**src/rtl/ec1_pkg.sv**
```systemverilog
// Shared definitions for the EC1 instruction sequencer: FSM states,
// instruction word fields and reset constants.
package ec1_pkg;

    typedef enum logic [2:0] {
        ST_IDLE,
        ST_FETCH,
        ST_DECODE,
        ST_EXECUTE,
        ST_HALT
    } state_e;

    localparam logic [7:0] HALT_WORD = 8'hFF;
    localparam logic [3:0] RESET_PC  = 4'd0;

    localparam int OPC_MSB = 7;
    localparam int OPC_LSB = 5;
    localparam int OPR_W   = 5;

endpackage

```
**src/rtl/ec1_pc_unit.sv**
```systemverilog
// Program counter (branch load / increment with natural wrap) and the
// saturating count of retired instructions.
module ec1_pc_unit #(
    parameter int                ADDR_W   = 4,
    parameter int                CNT_W    = 8,
    parameter logic [ADDR_W-1:0] RESET_PC = '0
) (
    input  logic              clk,
    input  logic              rst,
    input  logic              clear,
    input  logic              complete,
    input  logic              branch_en,
    input  logic [ADDR_W-1:0] branch_target,
    output logic [ADDR_W-1:0] pc,
    output logic [CNT_W-1:0]  retired
);

    logic [ADDR_W-1:0] pc_q, pc_d;
    logic [CNT_W-1:0]  retired_q, retired_d;

    // NOTE: every variable gets a default at the top of always_comb so no
    // path leaves it unassigned and no latch is inferred.
    always_comb begin
        pc_d      = pc_q;
        retired_d = retired_q;
        if (clear) begin
            pc_d      = RESET_PC;
            retired_d = '0;
        end else if (complete) begin
            pc_d = branch_en ? branch_target : pc_q + ADDR_W'(1);
            if (retired_q != '1) begin
                retired_d = retired_q + CNT_W'(1);
            end
        end
    end

    // NOTE: state is updated with non-blocking assignments so every flop
    // samples the pre-edge values regardless of statement order.
    always_ff @(posedge clk or posedge rst) begin
        if (rst) begin
            pc_q      <= RESET_PC;
            retired_q <= '0;
        end else begin
            pc_q      <= pc_d;
            retired_q <= retired_d;
        end
    end

    assign pc      = pc_q;
    assign retired = retired_q;

endmodule

```
**src/rtl/instr_sequencer.sv**
```systemverilog
// Fetch/decode/execute controller for the EC1 instruction ROM: owns the FSM,
// the instruction register and the valid/ready hand-off to the datapath.
module instr_sequencer #(
    parameter int                ADDR_W    = 4,
    parameter int                DATA_W    = 8,
    parameter logic [ADDR_W-1:0] RESET_PC  = ec1_pkg::RESET_PC,
    parameter logic [DATA_W-1:0] HALT_WORD = ec1_pkg::HALT_WORD,
    parameter int                CNT_W     = 8
) (
    input  logic              clk,
    input  logic              rst,
    input  logic              run,
    input  logic              step,
    input  logic              restart,
    output logic [ADDR_W-1:0] rom_addr,
    input  logic [DATA_W-1:0] rom_data,
    output logic [DATA_W-1:0] ir,
    output logic [2:0]        opcode,
    output logic [4:0]        operand,
    output logic              exec_valid,
    input  logic              exec_ready,
    input  logic              branch_en,
    input  logic [ADDR_W-1:0] branch_target,
    output logic [ADDR_W-1:0] pc,
    output logic              busy,
    output logic              halted,
    output logic [CNT_W-1:0]  retired
);

    import ec1_pkg::*;

    state_e            state_q, state_d;
    logic [DATA_W-1:0] ir_q, ir_d;
    logic              single_q, single_d;
    logic              exec_valid_q, exec_valid_d;
    logic              busy_q, busy_d;
    logic              halted_q, halted_d;
    logic              complete;

    always_comb begin
        state_d  = state_q;
        ir_d     = ir_q;
        single_d = single_q;
        complete = 1'b0;
        // restart outranks everything, including a coincident completion
        if (restart) begin
            state_d  = ST_IDLE;
            ir_d     = '0;
            single_d = 1'b0;
        end else begin
            unique case (state_q)
                ST_IDLE: begin
                    if (run || step) begin
                        state_d  = ST_FETCH;
                        single_d = step && !run;
                    end
                end
                ST_FETCH: begin
                    ir_d    = rom_data;
                    state_d = ST_DECODE;
                end
                ST_DECODE: begin
                    state_d = (ir_q == HALT_WORD) ? ST_HALT : ST_EXECUTE;
                end
                ST_EXECUTE: begin
                    if (exec_ready) begin
                        complete = 1'b1;
                        state_d  = (run && !single_q) ? ST_FETCH : ST_IDLE;
                    end
                end
                ST_HALT: begin
                    state_d = ST_HALT;
                end
                default: begin
                    state_d = ST_IDLE;
                end
            endcase
        end

        // status outputs are registered from the next state
        exec_valid_d = (state_d == ST_EXECUTE);
        halted_d     = (state_d == ST_HALT);
        busy_d       = (state_d != ST_IDLE) && (state_d != ST_HALT);
    end

    always_ff @(posedge clk or posedge rst) begin
        if (rst) begin
            state_q      <= ST_IDLE;
            ir_q         <= '0;
            single_q     <= 1'b0;
            exec_valid_q <= 1'b0;
            busy_q       <= 1'b0;
            halted_q     <= 1'b0;
        end else begin
            state_q      <= state_d;
            ir_q         <= ir_d;
            single_q     <= single_d;
            exec_valid_q <= exec_valid_d;
            busy_q       <= busy_d;
            halted_q     <= halted_d;
        end
    end

    ec1_pc_unit #(
        .ADDR_W   (ADDR_W),
        .CNT_W    (CNT_W),
        .RESET_PC (RESET_PC)
    ) u_pc_unit (
        .clk           (clk),
        .rst           (rst),
        .clear         (restart),
        .complete      (complete),
        .branch_en     (branch_en),
        .branch_target (branch_target),
        .pc            (pc),
        .retired       (retired)
    );

    assign rom_addr   = pc;
    assign ir         = ir_q;
    assign opcode     = ir_q[OPC_MSB:OPC_LSB];
    assign operand    = ir_q[OPR_W-1:0];
    assign exec_valid = exec_valid_q;
    assign busy       = busy_q;
    assign halted     = halted_q;

endmodule

```
**config.mk**
```make
export PLATFORM = sky130hd
export DESIGN_NAME = instr_sequencer
export DESIGN_NICKNAME = d
export VERILOG_FILES = /design/src/rtl/ec1_pkg.sv /design/src/rtl/ec1_pc_unit.sv /design/src/rtl/instr_sequencer.sv
export SDC_FILE = /design/constraint.sdc
export NUM_CORES = 1
export LEC_CHECK = 0
export CORE_AREA = 3 3 59 61
export CTS_CLUSTER_DIAMETER = 200
export CTS_CLUSTER_SIZE = 20
export DETAILED_ROUTE_END_ITERATION = 12
export DIE_AREA = 0 0 62 64
export GPL_ROUTABILITY_DRIVEN = 0
export PLACE_DENSITY_LB_ADDON = 0.1
export SLEW_MARGIN = 40
export SYNTH_ARGS = -nofsm -noshare
export SYNTH_HDL_FRONTEND = slang
export SYNTH_SLANG_ARGS = --single-unit
```
**constraint.sdc**
```tcl
create_clock -name clk -period 5.46 [get_ports clk]
set_clock_uncertainty 0.2 [all_clocks]
set_input_delay 0.819 -clock clk [delete_from_list [all_inputs] [get_ports clk]]
set_output_delay 0.819 -clock clk [all_outputs]
set_load 0.02 [all_outputs]
```
==> results.sh <==
export IMPL_clk_latency_ns=0.32
export IMPL_tightest_slew_ns=0.795
export IMPL_dieWidth_um=62
export IMPL_worst_path_stages=5
export IMPL_finish_utilization_pct=62.9
export IMPL_slew_viol_final=0
export IMPL_critPathMaxStageDelay_ns=0.99
export IMPL_p_leak_nw=0.758
export IMPL_antenna_cells=0
export IMPL_ctsHoldBuffers=0
export IMPL_hp_class="reg -> reg"
export IMPL_cts_tree="yes"
export IMPL_worstPathArrival_ns=2.81
export IMPL_cp_end_kind="register"
export IMPL_cts_buffers=3
export IMPL_power_density_nw_per_um2=217
export IMPL_pin_count=54
export IMPL_ys_ff_latch=27
export IMPL_final_cells=235
export IMPL_finalWirelength_mm=3.23
export IMPL_io_buffers=53
export IMPL_wire_per_inst_um=13.7
export IMPL_htreeDepth=1
export IMPL_clk_pin_slew_worst_paths_ns=0.14
export IMPL_period_minus_slack_ns=2.76
export IMPL_finalHoldViolCount=0
export IMPL_worstPathMaxFanout=21
export IMPL_final_common_cell="clkdlybuf4s50_1"
export IMPL_antenna_found_initial=0
export IMPL_total_power_w=0.000414
export IMPL_synthCells=152
export IMPL_cp_start_kind="primary input"
export IMPL_die_h_um=64
export IMPL_power_switching_w=0.000125
export IMPL_nets=213
export IMPL_cpMaxStageDelayCell="clkdlybuf4s50_1"
export IMPL_design_die_area_um2=3970
export IMPL_coreArea_um2=3030
export IMPL_cts_resized=0
export IMPL_vias_per_cell=5.33
export IMPL_ant_nets=0
export IMPL_netlist_area_um2=1410
export IMPL_cts_root_buf="clkbuf_4"
export IMPL_seq_area_frac_synth_pct=47.8
export IMPL_dp_final_hpwl_mm=2.41
export IMPL_gr_total_overflow=0
export IMPL_worstPathRequired_ns=5.50
export IMPL_grt_start_max_net_pins=28
export IMPL_status="complete, no violations"
export IMPL_worstSetupStartpoint="restart"
export IMPL_crit_buf_inv=1
export IMPL_crit_family="buffers and inverters"
export IMPL_netSwitchingFraction_pct=30.2
export IMPL_peakVddDrop_uv=97.1
export IMPL_crit_type="in -> reg"
export IMPL_vias=1253
export IMPL_fin_tns_setup_ns=0
export IMPL_max_freq_mhz=362
export IMPL_post_cts_buffers=0
export IMPL_synth_area_leaders="dfrtp_1 (48%), a21oi_1 (7.1%), buf_4 (6.4%)"
export IMPL_dp_cells=231
export IMPL_relSlewSlack_pct=46.9
export IMPL_nFillCells=273
export IMPL_synth_top_cell_area_share_pct=47.8
export IMPL_rsz0062_at_grt="no"
export IMPL_regToRegSetupSlack_ns=3.49
export IMPL_reg2reg_to="u_pc_unit.retired[6]"
export IMPL_path_cells="clkdlybuf4s50_1 -> nand4b_1 -> o22ai_4 -> or4_1 -> a21oi_1"
export IMPL_r2r_start="state_q[1]"
export IMPL_synth_warnings=0
export IMPL_most_common_layout_cells="clkdlybuf4s50_1 (53), dfrtp_1 (27), a21oi_1 (20)"
export IMPL_grt_pass1_wl_mm=5.18
export IMPL_grt_pass1_vias=1188
export IMPL_clkPwrFrac_pct=20.9
export IMPL_start_util_pct=46.7
export IMPL_drtIter0Drc=57
export IMPL_synth_cell_type_count=33
export IMPL_worstSetupEndpoint="u_pc_unit.retired[6]"
export IMPL_drv_cap=0
export IMPL_combinationalPowerShare_pct=25.0
export IMPL_syn_num_nets=173
export IMPL_min_period_over_period_pct=50.6
export IMPL_r2r_cells=4
export IMPL_drt_pass1_iterations=4
export IMPL_intPower_w=0.000289
export IMPL_drive_above_1_share_pct=4.71
export IMPL_grt_use_total_pct=16.9
export IMPL_cts_sinks=27
export IMPL_post_route_drc_count=0
export IMPL_setup_viol=0
export IMPL_synth_top_cell_by_area="dfrtp_1"
export IMPL_fp_row_count=20
export IMPL_syn_to_final_growth_pct=34.7
export IMPL_synth_area_per_cell_um2=9.30
export IMPL_p_seq_share_pct=54.1
export IMPL_cts_buffer_depth=2
metal layers:
metal	wire [um]	track usage [%]	vias to the layer above
li1	-	-	604
met1	1400	21.9	610
met2	1620	27.5	37
met3	180	2.83	2
met4	18	6.10	0
met5	0	0	-
logic make-up (layout without fill, tap and decap cells):
kind of cell | after synthesis | count (layout) | share of synthesized area [%]
buffers and inverters | 25 | 64 | 10.4
xor gates and xnor gates | 1 | 1 | 0.620
AOI/OAI and AO/OA | 48 | 48 | 20.3
and+or+nand+nor | 46 | 46 | 16.9
adders and majority gates | 2 | 2 | 1.77
muxes | 3 | 3 | 2.21
DFF | 27 | 27 | 47.8
power groups by stage:
stage / clock network, W / registers [W] / logic [W]
after floorplan: 0 / 0.000235 / 0.0000545
after global placement: 0 / 0.000227 / 0.000102
after detailed placement: 0 / 0.000228 / 0.000105
after CTS: 0.0000899 / 0.000224 / 0.000105
after global routing: 0.0000967 / 0.000226 / 0.000113
final: 0.0000865 / 0.000224 / 0.000103
how the worst min path moves through the flow:
stage                         start               to  slack, ns  depth (start not counted)
floorplan                  single_q         single_q       0.35                          2
global placement    u_pc_unit.pc[3]  u_pc_unit.pc[3]       0.33                          2
detailed placement  u_pc_unit.pc[1]  u_pc_unit.pc[1]       0.35                          2
CTS                 u_pc_unit.pc[1]  u_pc_unit.pc[1]       0.38                          2
global route               single_q         single_q       0.41                          2
finish              u_pc_unit.pc[1]  u_pc_unit.pc[1]       0.37                          2
flip-flops by register name (all words and copies together), names as in the netlist:
register,flops
single_q,1
u_pc_unit.retired,8
halted,1
busy,1
state_q,3
u_pc_unit.pc,4
ir,8
exec_valid,1
cell type report:
type	count	area (um^2)	share of cell area (%)
clock buffers	4	26.3	1.38
well taps	44	55.1	2.89
multi-input cells	100	591	31.0
flip-flops and latches	27	676	35.5
repair buffers	53	531	27.9
inverters	7	26.3	1.38
metrics by stage:
stage          hold slack (ns)  setup WS [ns]  cell area, um^2
2_1_floorplan            0.351           3.43             1410
3_3_place_gp             0.335           2.42             1880
3_5_place_dp             0.353           2.34             1880
4_1_cts                  0.384           2.70             1900
5_1_grt                  0.412           2.58             1900
6_report                 0.375           2.70             1900
cell usage after synthesis:
library cell  count
a211oi_1          2
clkbuf_1          2
nand3_1           4
mux2_2            1
mux2i_1           2
o22ai_4           1
o31ai_1           2
nor2_1           10
buf_1             2
inv_1             7
o21ai_0          17
or4_1             2
a22oi_1           1
xnor2_1           1
buf_2             1
buf_6             1
a21oi_1          20
nand2_1          13
or2_2             2
ha_1              2
and4_1            1
a22o_1            1
dfrtp_1          27
nand4_1           3
nor3_1            1
nand4b_1          1
o21a_1            2
nand2b_1          3
or3_1             5
and4b_4           1
buf_4            12
o2bb2ai_1         1
o2111a_1          1
worst register-to-register path, cell delays in order, from the launching register on:
cell and delay [ns]:
dfrtp_1 0.62, and4b_4 0.36, o22ai_4 0.13, or4_1 0.44, a21oi_1 0.15
Power figures use the tool's default switching activity.
==> patch 1, RTL diff (same settings) <==
Make the reset (`rst`) synchronous in 2 clocked blocks.
--- a/src/rtl/ec1_pc_unit.sv
+++ b/src/rtl/ec1_pc_unit.sv
@@ -37,5 +37,5 @@
     // NOTE: state is updated with non-blocking assignments so every flop
     // samples the pre-edge values regardless of statement order.
-    always_ff @(posedge clk or posedge rst) begin
+    always_ff @(posedge clk) begin
         if (rst) begin
             pc_q      <= RESET_PC;
--- a/src/rtl/instr_sequencer.sv
+++ b/src/rtl/instr_sequencer.sv
@@ -84,5 +84,5 @@
     end
 
-    always_ff @(posedge clk or posedge rst) begin
+    always_ff @(posedge clk) begin
         if (rst) begin
             state_q      <= ST_IDLE;
Formal check against the unedited RTL: differs if rst is asserted again (counterexample within 4 cycles, from zero or initial values and one cycle with rst high); with rst held inactive, the same outputs for 10 cycles.
==> patch 1 against the unedited design <==
Sequential cell count did not move; synthesized area fell by 7.3%; non-clock buffer count did not move; count of clock-buffer cells in the layout did not move; hold slack got worse by 0.064 ns; via count fell by 3.1%; wire length fell by 5.6%; setup slack improved by 0.24 ns; final area fell by 5.3%; largest cell class is now multi-input combinational cells.
Power is not compared: it rests on default switching activity, and its combinational part moved more than twofold at a synthesized area within 25%.
==> patch 1: results <==
export IMPL_outcome="complete, no violations"
export IMPL_synth_seq_area_share=0.4126
export IMPL_place_detailed_hpwl_mm=2.289
export IMPL_finalNetCount=216
export IMPL_routed_via_density=5.101
export IMPL_worst_setup_path_startpoint="exec_ready"
export IMPL_placed_cells=234
export IMPL_pin_count_of_the_biggest_net_entering_global_routing=21
export IMPL_worstReg2RegEnd="u_pc_unit.retired[4]"
export IMPL_final_fill_count=283
export IMPL_mappedNetlistNets=175
export IMPL_transition_at_the_pin_with_the_smallest_max_transition_slack_ns=0.5300
export IMPL_vias=1214
export IMPL_avgRoutedWirePerCell_um=12.79
export IMPL_cts_setup_buffers=0
export IMPL_async_flop_share=0
export IMPL_drt_initial_drc_count=71
export IMPL_post_synth_main_area_contributors="sky130_fd_sc_hd__dfxtp_1 (41%), sky130_fd_sc_hd__nor2_1 (8.0%), sky130_fd_sc_hd__mux2i_1 (7.6%), sky130_fd_sc_hd__buf_4 (6.9%), sky130_fd_sc_hd__o21ai_0 (3.8%)"
export IMPL_startpoint_of_the_most_critical_register_to_register_path="state_q[1]"
export IMPL_grt_util_all_layers=0.1649
export IMPL_setup_total_negative_slack_ns=0
export IMPL_critical_path_max_stage_delay_ns=0.52
export IMPL_first_global_vias=1149
export IMPL_drt_pre_antenna_iters=4
export IMPL_critical_path_peak_fanout=11
export IMPL_synthDistinctLibCells=40
export IMPL_path_delay_family="simple AND/OR/NAND/NOR gates"
export IMPL_synth_common_cells="sky130_fd_sc_hd__nor2_1 (28), sky130_fd_sc_hd__dfxtp_1 (27), sky130_fd_sc_hd__buf_4 (12), sky130_fd_sc_hd__nand2_1 (12)"
export IMPL_synth_compound_area_share=0.1480
export IMPL_grt_pass1_wl_mm=5.106
export IMPL_synth_top_flop_cell="sky130_fd_sc_hd__dfxtp_1"
[patch 1: cell count changes after synthesis, sizes merged, moves of 5 or more]
cell   change
dfxtp     +27
mux2i      +8
a21oi     -14
dfrtp     -27
o21ai      -7
nor3       +5
nor2      +18
[patch 1: cell families after synthesis]
logic type / after synthesis
adder cells (fa/ha/maj): 2
buffers and inverters: 21
AO/OA/AOI/OAI: 31
multiplexers: 10
AND/OR/NAND/NOR: 63
flip-flops: 27
[patch 1: metrics by stage]
step	area (um^2)	hold WS, ns	setup WS [ns]
6_report	1804	0.3108	2.941
5_1_grt	1804	0.3757	2.806
4_1_cts	1804	0.3207	2.950
3_5_place_dp	1778	0.3017	2.609
3_3_place_gp	1778	0.2989	2.693
2_1_floorplan	1310	0.2943	3.401
[patch 1: layer usage]
layer  GRT usage  wire, um
met5           0         0
met4     0.06897        21
met1      0.2204      1404
met3     0.01818       210
met2      0.2617      1409
[patch 1: how the worst min path moves through the flow]
stage,from,to,slack [ns],cells past startpoint
floorplan,single_q,single_q,0.29,2
global placement,u_pc_unit.retired[4],u_pc_unit.retired[4],0.30,2
detailed placement,u_pc_unit.pc[3],u_pc_unit.pc[3],0.30,2
CTS,u_pc_unit.pc[3],u_pc_unit.pc[3],0.32,2
global route,u_pc_unit.retired[4],u_pc_unit.retired[4],0.38,2
finish,u_pc_unit.pc[3],u_pc_unit.pc[3],0.31,2
[patch 1: worst min-delay path: cells and delay by family, from the launching register on]
kind,cells,cell delay [ns]
AOI/OAI and AO/OA,2,0.13
DFF,1,0.35
[patch 1: where the power goes]
part | internal, W | switching [W] | total, W
Clock | 0.0000286 | 0.0000568 | 0.0000853
Combinational | 0.0000233 | 0.0000185 | 0.0000418
Sequential | 0.000200 | 0.00000261 | 0.000203
Total | 0.000252 | 0.0000779 | 0.000330
[patch 1: cell type report]
cell class / count / area (um^2) / share of cell area
multi-input cells: 106 / 636.9 / 0.3530
repair buffers: 53 / 530.5 / 0.2940
clock buffers: 4 / 26.28 / 0.01456
inverters: 4 / 15.01 / 0.008322
well taps: 44 / 55.05 / 0.03051
flip-flops and latches: 27 / 540.5 / 0.2996
==> patch 2, RTL diff (same settings) <==
Made on the original files. `ADDR_W` is set to 4 in 2 places; all go to 3.
--- a/src/rtl/ec1_pc_unit.sv
+++ b/src/rtl/ec1_pc_unit.sv
@@ -2,5 +2,5 @@
 // saturating count of retired instructions.
 module ec1_pc_unit #(
-    parameter int                ADDR_W   = 4,
+    parameter int                ADDR_W   = 3,
     parameter int                CNT_W    = 8,
     parameter logic [ADDR_W-1:0] RESET_PC = '0
--- a/src/rtl/instr_sequencer.sv
+++ b/src/rtl/instr_sequencer.sv
@@ -2,5 +2,5 @@
 // the instruction register and the valid/ready hand-off to the datapath.
 module instr_sequencer #(
-    parameter int                ADDR_W    = 4,
+    parameter int                ADDR_W    = 3,
     parameter int                DATA_W    = 8,
     parameter logic [ADDR_W-1:0] RESET_PC  = ec1_pkg::RESET_PC,
Interface: changed (resized branch_target, pc and rom_addr); port bits go from 54 to 51. No check against the original RTL was run, so the function may have changed too.
==> patch 2 against the unedited design <==
Synthesized area is 5.5% lower; final cell count is 7.7% lower; final area is 4.6% lower; critical path depth is 4 lower; synthesized cell count is 11% lower; wire length is 11% lower; setup slack better by 0.32 ns; register-to-register slack worse by 0.11 ns; core utilization is 2.9 points lower; sequential share of layout area is 0.33 points higher; sequential cell count is 1 lower; hold slack better by 0.017 ns; total power hardly changed; critical endpoint is now retired[3]; largest cell class unchanged.
==> patch 2: results <==
export IMPL_class_of_the_worst_hold_path="flip-flop to flip-flop"
export IMPL_met2_usage=0.2578
export IMPL_vdd_ir_drop_worst_mv=0.1346
export IMPL_route_layer_met1_wl_mm=1.288
export IMPL_met3RoutedLength_um=131
export IMPL_grt_pass1_wl_mm=4.850
export IMPL_pin_count_of_the_biggest_net_entering_global_routing=27
export IMPL_power_report_internal_total_w=0.0002927
export IMPL_mappedNetlistNets=155
export IMPL_detailroute_wirelength_met2_mm=1.411
export IMPL_post_synth_main_area_contributors="sky130_fd_sc_hd__dfrtp_1 (49%), sky130_fd_sc_hd__buf_4 (6.7%), sky130_fd_sc_hd__xor2_1 (3.9%), sky130_fd_sc_hd__a21oi_1 (3.7%), sky130_fd_sc_hd__nor2_1 (3.4%)"
export IMPL_fin_crit_ns=2.445
export IMPL_hold_ws_ns=0.3918
export IMPL_grt_met1_usage=0.2074
export IMPL_cts_root_buf="sky130_fd_sc_hd__clkbuf_4"
export IMPL_critPathCapture="retired[3]"
export IMPL_drt_initial_drc_count=46
export IMPL_min_to="ir[7]"
export IMPL_share_comb_of_total_power=0.243
export IMPL_total_switching_power_w=0.0001207
export IMPL_p_leak_nw=0.7736
export IMPL_p_seq_w=0.000217
export IMPL_dp_slack_ns=2.737
export IMPL_syn_inst=135
export IMPL_transition_at_the_pin_with_the_smallest_max_transition_slack_ns=0.5276
export IMPL_placement_io_buffers=50
export IMPL_first_global_vias=1104
export IMPL_totalWireLength_mm=2.860
export IMPL_place_detailed_hpwl_mm=2.068
export IMPL_startpoint_of_the_most_critical_register_to_register_path="state_q[1]"
export IMPL_slowest_stage="sky130_fd_sc_hd__clkdlybuf4s50_1"
export IMPL_worstReg2RegEnd="u_pc_unit.retired[7]"
export IMPL_grt_util_all_layers=0.1600
export IMPL_avgRoutedWirePerCell_um=13.18
export IMPL_hold_sp="ir[7]"
export IMPL_routed_via_density=5.115
export IMPL_placed_cells=213
export IMPL_worst_setup_path_startpoint="u_pc_unit.retired[3]"
export IMPL_drive_gt1_frac=0.05202
export IMPL_post_dp_cell_area_mm2=0.001785
export IMPL_timing_reg2reg_setup_slack_ns=3.38
export IMPL_outcome="complete, no violations"
export IMPL_grtUsageMet3=0.03636
export IMPL_critical_path_max_stage_delay_ns=0.64
export IMPL_setup_total_negative_slack_ns=0
export IMPL_critical_path_peak_fanout=6
export IMPL_synth_seq_area_share=0.4869
export IMPL_finalNetCount=194
==> patch 2: cell count changes in the layout (fill, tap and decap cells not counted), sizes merged, moves of 3 or more <==
cell	delta
inv	-4
o21ai	-5
xor2	+6
nand2	-5
a21oi	-9
nor2	+3
clkdlybuf4s50	-4
o211ai	+3
or3	-5
==> patch 2: final cells by class <==
| class | instances | area [um^2] |
|---|---|---|
| inverters | 3 | 11.26 |
| fillers | 273 | 1211 |
| well taps | 44 | 55.05 |
| flip-flops and latches | 26 | 650.6 |
| repair buffers | 50 | 495.5 |
| multi-input cells | 90 | 568.0 |
| clock buffers | 4 | 36.28 |
==> patch 2: kinds of logic (layout without fill, tap and decap cells) <==
family	count (synthesis)	in the layout	synth area share
xor gates and xnor gates	6	6	0.03933
and+or+nand+nor	38	38	0.1470
DFF	26	26	0.4869
muxes	3	3	0.02247
adders and majority gates	2	2	0.01872
buffers and inverters	19	57	0.08801
AOI/OAI and AO/OA	41	41	0.1976
